### src/rtl/lifo_pkg.sv
// lifo_pkg: operation encoding and count-width helper for lifo_stack
package lifo_pkg;
  localparam logic [1:0] OP_NOP  = 2'b00;
  localparam logic [1:0] OP_POP  = 2'b01;
  localparam logic [1:0] OP_PUSH = 2'b10;
  localparam logic [1:0] OP_SWAP = 2'b11;
  function automatic int cnt_w(input int depth);
    return $clog2(depth + 1);
  endfunction
endpackage

### src/rtl/lifo_mem.sv
// lifo_mem: register array with one synchronous write port and one asynchronous read port
module lifo_mem #(
  parameter int DATA_WIDTH = 8,
  parameter int DEPTH = 16,
  parameter int AW = $clog2(DEPTH)
) (
  input  logic                  clk,
  input  logic                  we,
  input  logic [AW-1:0]         waddr,
  input  logic [AW-1:0]         raddr,
  input  logic [DATA_WIDTH-1:0] wdata,
  output logic [DATA_WIDTH-1:0] rdata
);
  logic [DATA_WIDTH-1:0] mem [DEPTH];
  always_ff @(posedge clk)
    if (we) mem[waddr] <= wdata;
  // the empty-stack address wraps to all ones, which can lie past DEPTH
  assign rdata = (int'(raddr) < DEPTH) ? mem[raddr] : '0;
endmodule

### src/rtl/lifo_stack.sv
// lifo_stack: parametrised LIFO with swap/bypass, occupancy count, thresholds and sticky error flags
module lifo_stack import lifo_pkg::*; #(
  parameter int DATA_WIDTH = 8,
  parameter int DEPTH = 16,
  parameter int ALMOST_FULL = DEPTH - 2,
  parameter int ALMOST_EMPTY = 2,
  parameter int CNT_W = cnt_w(DEPTH)
) (
  input  logic                  clk,
  input  logic                  rst,
  input  logic                  write_en,
  input  logic                  read_en,
  input  logic [DATA_WIDTH-1:0] data_in,
  input  logic                  err_clr,
  output logic [DATA_WIDTH-1:0] data_out,
  output logic                  data_valid,
  output logic [DATA_WIDTH-1:0] top,
  output logic [CNT_W-1:0]      count,
  output logic                  full,
  output logic                  empty,
  output logic                  almost_full,
  output logic                  almost_empty,
  output logic                  overflow,
  output logic                  underflow
);
  localparam int AW = $clog2(DEPTH);
  if (DEPTH < 2) begin : g_bad_depth
    $error("lifo_stack: DEPTH must be >= 2");
  end
  if (!(ALMOST_EMPTY < ALMOST_FULL && ALMOST_FULL <= DEPTH)) begin : g_bad_thr
    $error("lifo_stack: need ALMOST_EMPTY < ALMOST_FULL <= DEPTH");
  end
  logic [1:0] op;
  logic do_push, do_pop, do_swap, bypass, ovf_set, unf_set;
  logic [AW-1:0] top_addr;
  logic [DATA_WIDTH-1:0] rd;
  assign op       = {write_en, read_en};
  assign do_push  = op == OP_PUSH && !full;
  assign do_pop   = op == OP_POP && !empty;
  assign do_swap  = op == OP_SWAP && !empty;
  assign bypass   = op == OP_SWAP && empty;
  assign ovf_set  = op == OP_PUSH && full;
  assign unf_set  = op == OP_POP && empty;
  assign top_addr = AW'(count - CNT_W'(1));
  assign full         = count == CNT_W'(DEPTH);
  assign empty        = count == '0;
  assign almost_full  = count >= CNT_W'(ALMOST_FULL);
  assign almost_empty = count <= CNT_W'(ALMOST_EMPTY);
  assign top          = empty ? '0 : rd;
  // swap overwrites the entry it reads; the async read still sees the old word
  lifo_mem #(.DATA_WIDTH(DATA_WIDTH), .DEPTH(DEPTH), .AW(AW)) u_mem (
    .clk   (clk),
    .we    (do_push | do_swap),
    .waddr (do_swap ? top_addr : AW'(count)),
    .raddr (top_addr),
    .wdata (data_in),
    .rdata (rd)
  );
  always_ff @(posedge clk or posedge rst)
    if (rst) begin
      count      <= '0;
      data_out   <= '0;
      data_valid <= 1'b0;
      overflow   <= 1'b0;
      underflow  <= 1'b0;
    end else begin
      count      <= do_push ? count + CNT_W'(1) : do_pop ? count - CNT_W'(1) : count;
      data_out   <= (do_pop | do_swap) ? rd : bypass ? data_in : data_out;
      data_valid <= do_pop | do_swap | bypass;
      overflow   <= ovf_set | (overflow & ~err_clr);
      underflow  <= unf_set | (underflow & ~err_clr);
    end
endmodule

### config.mk
export PLATFORM = sky130hd
export DESIGN_NAME = lifo_stack
export DESIGN_NICKNAME = d
export VERILOG_FILES = /design/src/rtl/lifo_pkg.sv /design/src/rtl/lifo_mem.sv /design/src/rtl/lifo_stack.sv
export SDC_FILE = /design/constraint.sdc
export NUM_CORES = 1
export LEC_CHECK = 0
export CELL_PAD_IN_SITES_DETAIL_PLACEMENT = 1
export CELL_PAD_IN_SITES_GLOBAL_PLACEMENT = 2
export CORE_ASPECT_RATIO = 0.7
export CORE_UTILIZATION = 35
export DETAILED_ROUTE_END_ITERATION = 6
export MAX_ROUTING_LAYER = met4
export PLACE_DENSITY_LB_ADDON = 0.25
export SETUP_SLACK_MARGIN = 0.05
export SKIP_LAST_GASP = 1
export SYNTH_ARGS = -nofsm -noshare
export SYNTH_HDL_FRONTEND = slang
export SYNTH_SLANG_ARGS = --single-unit
### constraint.sdc
create_clock -name clk -period 4.2 [get_ports clk]
set_clock_uncertainty 0.15 [all_clocks]
set_input_delay 0.42 -clock clk [delete_from_list [all_inputs] [get_ports clk]]
set_output_delay 0.42 -clock clk [all_outputs]
set_load 0.02 [all_outputs]
# ---- After elaboration in Yosys (flattened, before gate mapping)
# Memory sizes are Yosys's and may differ from the RTL's.
# Index checks and enable logic that the tools add are counted.
dict set report op_classes {
  bitwise_logic 8
  n_shift 0
  multipliers 0
  n_reduce_logical 11
  div 0
  mux 8
  eq_ne 4
  order_cmp 2
  add_sub_neg 2
}
# op count
set ops {}
lappend ops {{8-bit 2-to-1 mux} 3}
lappend ops {{5-bit 2-to-1 mux} 2}
lappend ops {{1-bit logical AND} 6}
lappend ops {{5-bit by 1-bit adder with 5-bit output, second input constant} 1}
lappend ops {{5-bit == test, second input constant} 1}
lappend ops {{5-bit by 4-bit >= comparator with 1-bit output, second input constant} 1}
lappend ops {{5-bit by 2-bit <= comparator with 1-bit output, second input constant} 1}
lappend ops {{5-bit zero test} 1}
lappend ops {{1-bit OR} 5}
lappend ops {{5-bit by 1-bit subtractor with 5-bit output, second input constant} 1}
lappend ops {{2-bit == test, second input constant} 2}
lappend ops {{4-bit 2-to-1 mux} 1}
lappend ops {{2-bit nonzero test} 2}
lappend ops {{1-bit bitwise AND} 2}
lappend ops {{2-bit by 1-bit == test with 1-bit output, second input constant} 1}
lappend ops {{1-bit zero test} 2}
lappend ops {{1-bit 2-to-1 mux} 2}
lappend ops {{1-bit NOT} 1}
dict set report totals {
  ram_bits 128
  mem_count 1
  word_cells 41
  out_inout_bits 28
  inputBits 13
  rom_bits 0
  latch_bits 0
  ff_bits 16
}
# memory depth word_bits read_ports rd_clocked_by_memory_dff write_ports line
set mem_list {}
lappend mem_list {u_mem.mem 16 8 1 0 1 lifo_mem.sv:14} ;# logic [DATA_WIDTH-1:0] mem [DEPTH];

# ---- Longest topological paths before layout
# Gate-level depths: netlist (run 1).
dict set report logic_depth {
  word_depth 6
  mapped_depth 13
  ltp_nobuf 8
}

# ---- Modules after synthesis
# From an unflattened synthesis (run 1), not the netlist that was laid out.
dict set report unflattened {
  cells_unflattened 347
  area_unflattened_um2 6103.4
}
# mod seq_area_each_um2 cells_per_inst instances area_per_inst_um2
set modules_own_cells {}
lappend modules_own_cells {lifo_mem 3843.7 221 1 4987.3}
lappend modules_own_cells {lifo_stack 400.4 126 1 1116.1}

# ---- Worst setup path after synthesis (run 1)
# Ideal clock, no wire load.
dict set report synth_path {
  path_kind {flip-flop to flip-flop}
  startpoint {reg count[0]}
  endpoint {mem u_mem.mem[13][0] (enable)}
  setup_slack_ps 650
  n_path_buf 5
  arrival_ps 3030
  synth_period_minus_slack_ps 3550
  path_stages_with_launch 14
  setup_time_ps 370
  path_cell_list {dfrtp_1 buf_6 buf_6 buf_2 inv_1 ha_1 buf_2 or4b_1 buf_4 inv_2 nor3b_4 xnor2_2 or3_4 nor2_1}
}
dict set report synth_via {
  elab_chain_cells 6
  word_cells_on_any_way 11
  classes_between {add/sub: 1; eq/ne: 1; mux: 3; bitwise: 1; reduce/logical: 5}
}
# item line
set synth_rtl {}
lappend synth_rtl {{start, declared} lifo_stack.sv:18} ;# output logic [CNT_W-1:0] count,
lappend synth_rtl {{start signal, assigned} lifo_stack.sv:67} ;# count <= do_push ? count + CNT_W'(1) : do_pop ? count - CNT_W'(1) : count;
lappend synth_rtl {{5-bit == test / 5-bit zero test (equally long branches)} {lifo_stack.sv:45, lifo_stack.sv:46}}
lappend synth_rtl {{1-bit zero test, on equally long branches} {lifo_stack.sv:38, lifo_stack.sv:40}}
lappend synth_rtl {{1-bit logical AND, on equally long branches} {lifo_stack.sv:38, lifo_stack.sv:40}}
lappend synth_rtl {{1-bit OR} lifo_stack.sv:53} ;# .we (do_push | do_swap),
lappend synth_rtl {{1-bit 2-to-1 mux} lifo_mem.sv:16} ;# if (we) mem[waddr] <= wdata;
lappend synth_rtl {{1-bit 2-to-1 mux (not written as such)} lifo_mem.sv:16}
lappend synth_rtl {{end, declared} lifo_mem.sv:14}
# Parallel ways exist; a longest one is shown, timed or not.

# ---- Final worst setup path (run 1)
dict set report layout_path {
  startpoint {reg count[0]}
  endpoint {out top[1]}
}
dict set report layout_via {
  elab_chain_cells 3
  word_cells_on_any_way 4
  classes_between {add/sub: 1; mux: 1; reduce/logical: 1; memory: 1}
}
# item line
set layout_rtl {}
lappend layout_rtl {{5-bit by 1-bit subtractor with 5-bit output} n/a}
lappend layout_rtl {{memory read 16 x 8 bit} n/a}
lappend layout_rtl {{8-bit 2-to-1 mux *} lifo_stack.sv:49} ;# assign top = empty ? '0 : rd;
lappend layout_rtl {{end, declared} lifo_stack.sv:17} ;# output logic [DATA_WIDTH-1:0] top,
# Every way passes the cells marked *; elsewhere a longest branch is shown, timed or not.

==> flow_summary.json, run 1 <==
{
  "grt_use_total": 0.187,
  "rsz0062_at_grt": "true",
  "met2WireLength_mm": 6.74,
  "syn_area_sq_um": 6140,
  "fmax_mhz": 253,
  "wl_met1_mm": 7.59,
  "routedWlPerCell_um": 22.8,
  "dieArea_sq_um": 18100,
  "cp_data_required_time_ns": 3.63,
  "comb_power_share": 0.458,
  "start_util": 0.358,
  "drt-pass1-iter-count": 4,
  "synth_cells": 359,
  "detail-route-antenna-nets": 0,
  "clockPowerShare": 0.240,
  "cts_tree": "built",
  "ys_dominant_reg_cell": "edfxtp_1",
  "place_hpwl_mm": 10.1,
  "worst_setup_path_end_kind": "output port",
  "core_area_sq_um": 17200,
  "vdd_drop_max_v": 0.000506,
  "maxCapViolCount": 0,
  "ys_warn_count": 0,
  "power_switching_share": 0.380,
  "final_common_cell": "edfxtp_1",
  "num_rows": 40,
  "die_h_um": 113,
  "cts.hold.buffers_added": 0,
  "grt_pass1_wl_mm": 23.4,
  "finalSetupTns_ns": 0,
  "cts_sinks": 144,
  "via_per_inst": 5.20,
  "cts_max_level": 4,
  "synth_nets": 375,
  "fin_crit_sh": 0.943,
  "synthDistinctLibCells": 50,
  "holdWs_ns": 0.270,
  "worstHoldPathType": "input pin to asynchronous set/reset pin",
  "port_buffers": 40,
  "relSlewSlack": 0.439,
  "p_leak_nw": 2.52,
  "drt_wl_total_mm": 15.2,
  "drc_errors": 0,
  "io_pins": 41,
  "seq_power_share": 0.302,
  "synth-seq-area-share": 0.691,
  "routed.top_layer": "met4",
  "drt_iter0_drc": 296,
  "final_nets": 438,
  "clk_pin_slew_worst_paths_ns": 0.07,
  "cp-start-kind": "flop",
  "area_growth_pct": 22.1,
  "hold_viol": 0,
  "grt_max_degree": 28,
  "clkLatencyLatePin_ns": 0.42,
  "antenna_found_initial": 0,
  "setup_viol": 0,
  "fin_crit_ns": 3.96,
  "critPathMaxFanout": 27,
  "overflow": 0,
  "status": "completed",
  "final_cell_mix": "128 x edfxtp_1, 40 x clkdlybuf4s50_1, 35 x nor2_1",
  "power.density_nw_per_um2": 815,
  "met3_length_um": 755,
  "synthArstFlopShare": 0.111,
  "power_switching_w": 0.00232,
  "cts-root-buf": "clkbuf_16",
  "grt_pass1_vias": 3755,
  "drive_above_1_share": 0.246,
  "final_max_slew_viol_count": 0,
  "place_congestion": 0.760,
  "die_w_um": 160,
  "synth_seq_cells": 144,
  "synth_edf_count": 128,
  "cts_max_path_buffers": 2,
  "avgSynthCellArea_sq_um": 17.1,
  "p_int_w": 0.00379,
  "cts_setup_buffers": 0,
  "vias": 3467,
  "path_class": "flop to output port",
  "tightestPinTransition_ns": 0.837,
  "arrival_ns": 3.39,
  "cts_made_buffers": 17
}
## what timing repair did
item | CTS | global route
setup endpoints to repair | 0 | 8
gates resized for setup | 0 | 2
endpoints found under the hold margin | 0 | 0
## worst max-delay path, stage by stage, from the launching register on
cell             delay [ns]
dfrtp_2                0.36
buf_6                  0.34
buf_4                  0.40
mux4_1                 0.59
nor2b_2                0.18
a2111oi_4              0.45
nor2_1                 0.08
clkdlybuf4s50_1        0.55
## logic make-up after synthesis
kind of cell / after synthesis / share of synthesized area
AOI/OAI and AO/OA: 57 / 0.0807
xor gates and xnor gates: 5 / 0.00835
adders and majority gates: 3 / 0.00611
buffers and inverters: 40 / 0.0304
DFF: 144 / 0.691
muxes: 32 / 0.118
and+or+nand+nor: 78 / 0.0656
## synth_stat cells (3+ instances only)
library cell	n	area [sq um]
edfxtp_1	128	3840
nor2_1	35	131
mux4_2	31	698
inv_1	21	78.8
dfrtp_1	16	400
nand2_1	12	45.0
a22oi_1	8	60.1
buf_2	8	40.0
o21ai_1	8	40.0
o22ai_1	8	50.1
o21ai_0	7	35.0
a221oi_2	6	90.1
nor2b_1	6	37.5
a31oi_1	5	31.3
clkbuf_1	5	18.8
nand3_1	5	25.0
nor3_1	5	25.0
buf_4	3	22.5
ha_1	3	37.5
xnor2_1	3	26.3
## flip-flops by register name (all words and copies together) (netlist names)
name	cells
count	5
data_out	8
data_valid	1
overflow	1
u_mem.mem	128
underflow	1
## worst paths after layout
check	startpoint	endpoint	slack (ns)	cells past startpoint
setup / recovery	count[0]	top[1]	0.24	7
hold / removal	rst	data_out[3]	0.27	2
setup reg to reg	count[0]	u_mem.mem[1][1]	0.62	8
hold reg to reg	underflow	underflow	0.37	2
max in group asynchronous	rst	count[0]	3.13	2
min in group clk	underflow	underflow	0.37	2
## layout make-up
class	instances	area [sq um]
Antenna cell	1	2.50
Clock inverter	15	149
Multi-Input combinational cell	175	1720
Timing Repair Buffer	62	582
Fill cell	1692	9670
Inverter	22	82.6
Clock buffer	17	425
Tap cell	231	289
Sequential cell	144	4250
## metrics by stage
step | power [W] | setup slack, ns | cells | area (sq um) | util
final | 0.00611 | 0.241 | 667 | 7500 | 0.437
after global routing | 0.00641 | 0.0349 | 666 | 7500 | 0.437
after CTS | 0.00616 | 0.0715 | 666 | 7480 | 0.436
after detailed placement | 0.00468 | 0.526 | 634 | 6910 | 0.402
after floorplan | 0.00363 | 0.650 | 359 | 6140 | -
after global placement | 0.00464 | 0.520 | 634 | 6910 | 0.402
## power by group through the flow
stage          logic (W)  registers (W)  clock network, W
2_1_floorplan    0.00171        0.00192                 0
3_3_place_gp     0.00278        0.00186                 0
3_5_place_dp     0.00281        0.00187                 0
4_1_cts          0.00282        0.00184           0.00150
5_1_grt          0.00300        0.00186           0.00155
6_report         0.00280        0.00184           0.00147
## metal layers
metal,track usage,up-vias
met2,0.268,85
met1,0.267,1819
met3,0.0436,9
li1,-,1554
met5,-,-
met4,0.0514,0
Power figures use the tool's default switching activity.
==> inputs of run 2 (changes only) <==
Settings changed: CELL_PAD_IN_SITES_DETAIL_PLACEMENT 1 to 2, GPL_TIMING_DRIVEN set to 0.
Clock period 4.2 ns to 4.85 ns, I/O delays scaled along.
==> flow_summary.json, run 2 (synthesis results as in run 1) <==
{
  "hold_viol": 0,
  "drt_iter0_drc": 204,
  "power.density_nw_per_um2": 739,
  "fin_crit_ns": 4.68,
  "cp_data_required_time_ns": 4.22,
  "vdd_drop_max_v": 0.000405,
  "grt_pass1_wl_mm": 26.0,
  "cts_sinks": 144,
  "final_max_slew_viol_count": 0,
  "final_common_cell": "edfxtp_1",
  "place_congestion": 0.761,
  "tightestPinTransition_ns": 0.997,
  "antenna_found_initial": 0,
  "io_pins": 41,
  "ff2ff_setup_slack_ns": 0.70,
  "detail-route-antenna-nets": 0,
  "core_area_sq_um": 17200,
  "start_util": 0.358,
  "drt-pass1-iter-count": 4,
  "cp-start-kind": "flop",
  "fmax_mhz": 213,
  "path_class": "flop to output port",
  "final_cell_mix": "128 x edfxtp_1, 38 x clkdlybuf4s50_1, 35 x nor2_1",
  "reg_top3": "u_mem.mem x128, data_out x8, count x5",
  "reg2regPathDepth": 13,
  "area_growth_pct": 21.9,
  "holdWs_ns": 0.274,
  "die_w_um": 160,
  "die_h_um": 113,
  "status": "completed",
  "fin_crit_sh": 0.966,
  "crit_end": "top[4]",
  "dieArea_sq_um": 18100,
  "grt_use_total": 0.212,
  "place_hpwl_mm": 11.5,
  "hold_depth": 2,
  "grt_pass1_vias": 3918,
  "final_nets": 433,
  "p_leak_nw": 2.52,
  "clk_pin_slew_worst_paths_ns": 0.07,
  "cts.hold.buffers_added": 0,
  "drc_errors": 0,
  "top_register": "u_mem.mem",
  "clkLatencyLatePin_ns": 0.43,
  "critPathMaxFanout": 10,
  "cts_made_buffers": 17,
  "arrival_ns": 4.05,
  "grt_max_degree": 18,
  "cts_tree": "built",
  "via_per_inst": 5.25,
  "crit_start": "count[0]",
  "drt_wl_total_mm": 17.1,
  "cts_max_path_buffers": 2,
  "worstHoldPathType": "input pin to flop",
  "worst_setup_path_end_kind": "output port",
  "vias": 3473,
  "setup_viol": 0,
  "finalSetupTns_ns": 0,
  "overflow": 0,
  "port_buffers": 38,
  "largest_register_ffs": 128,
  "rsz0062_at_grt": "true",
  "worstReg2RegStart": "count[0]",
  "antennaDiodeCount": 0,
  "routedWlPerCell_um": 25.9,
  "r2r-end": "u_mem.mem[13][3]",
  "drive_above_1_share": 0.235,
  "num_rows": 40,
  "cts_max_level": 4,
  "relSlewSlack": 0.333,
  "cts-root-buf": "clkbuf_16",
  "maxCapViolCount": 0
}
run 2: cell types whose count changed in the layout (fill, tap and decap cells not counted), sizes merged, moves of 2 or more:
cell,previous run,this run
buf,22,12
bufinv,1,4
clkbuf,17,26
clkdlybuf4s50,40,38
clkinv,4,2
clkinvlp,3,1
run 2: area by class of cell:
| type | instances | area (sq um) |
|---|---|---|
| sequential | 144 | 4240 |
| inverter | 22 | 82.6 |
| buffer | 18 | 114 |
| clock buffer | 19 | 443 |
| clock inverter | 13 | 198 |
| multi-input combinational | 175 | 1720 |
| timing repair buffer | 39 | 400 |
| tap | 231 | 289 |
| fill | 1622 | 9680 |
run 2: worst min path at each step:
stage	from	to	slack, ns
floorplan	rst	count[0]	0.25
global placement	data_out[0]	data_out[0]	0.36
detailed placement	data_out[5]	data_out[5]	0.37
CTS	read_en	count[4]	0.26
global route	read_en	count[4]	0.30
finish	read_en	count[4]	0.27
run 2: metal layers:
metal	up-vias	share of wire	track usage
li1	1536	-	-
met1	1849	0.48	0.289
met2	80	0.46	0.322
met3	8	0.056	0.0517
met4	0	0.0046	0.0476
met5	-	0	-
run 2: what timing repair did:
| item | 4_1_cts | 5_1_grt |
|---|---|---|
| resized for setup | 3 | 3 |
| pin swaps | 0 | 1 |
| setup buffers | 0 | 1 |
| setup endpoints to repair | 8 | 8 |
run 2: critical path, stage by stage (launching register included):
cell and delay (ns):
dfrtp_1 0.41, buf_6 0.16, buf_6 0.17, clkbuf_4 0.23, inv_1 0.19, ha_1 0.17, buf_2 0.22, nor2_1 0.11
a32oi_2 0.60, o22ai_1 0.32, a221oi_2 0.40, nor2_1 0.07, clkdlybuf4s50_1 0.55
run 2: metrics by stage:
stage / area [sq um] / utilization / power, W / instances / setup WS [ns]
6_report: 7490 / 0.436 / 0.00553 / 661 / 0.166
5_1_grt: 7490 / 0.436 / 0.00580 / 661 / 0.0363
4_1_cts: 7460 / 0.434 / 0.00554 / 660 / 0.0612
3_5_place_dp: 6810 / 0.397 / 0.00408 / 628 / 0.253
3_3_place_gp: 6810 / 0.397 / 0.00401 / 628 / 0.362
2_1_floorplan: 6140 / - / 0.00315 / 359 / 1.30
run 2: power by group:
group          internal [W]  switching (W)  leakage (nW)
sequential          0.00153      0.0000794          1.36
clock              0.000887       0.000556         0.310
combinational       0.00104        0.00145         0.849
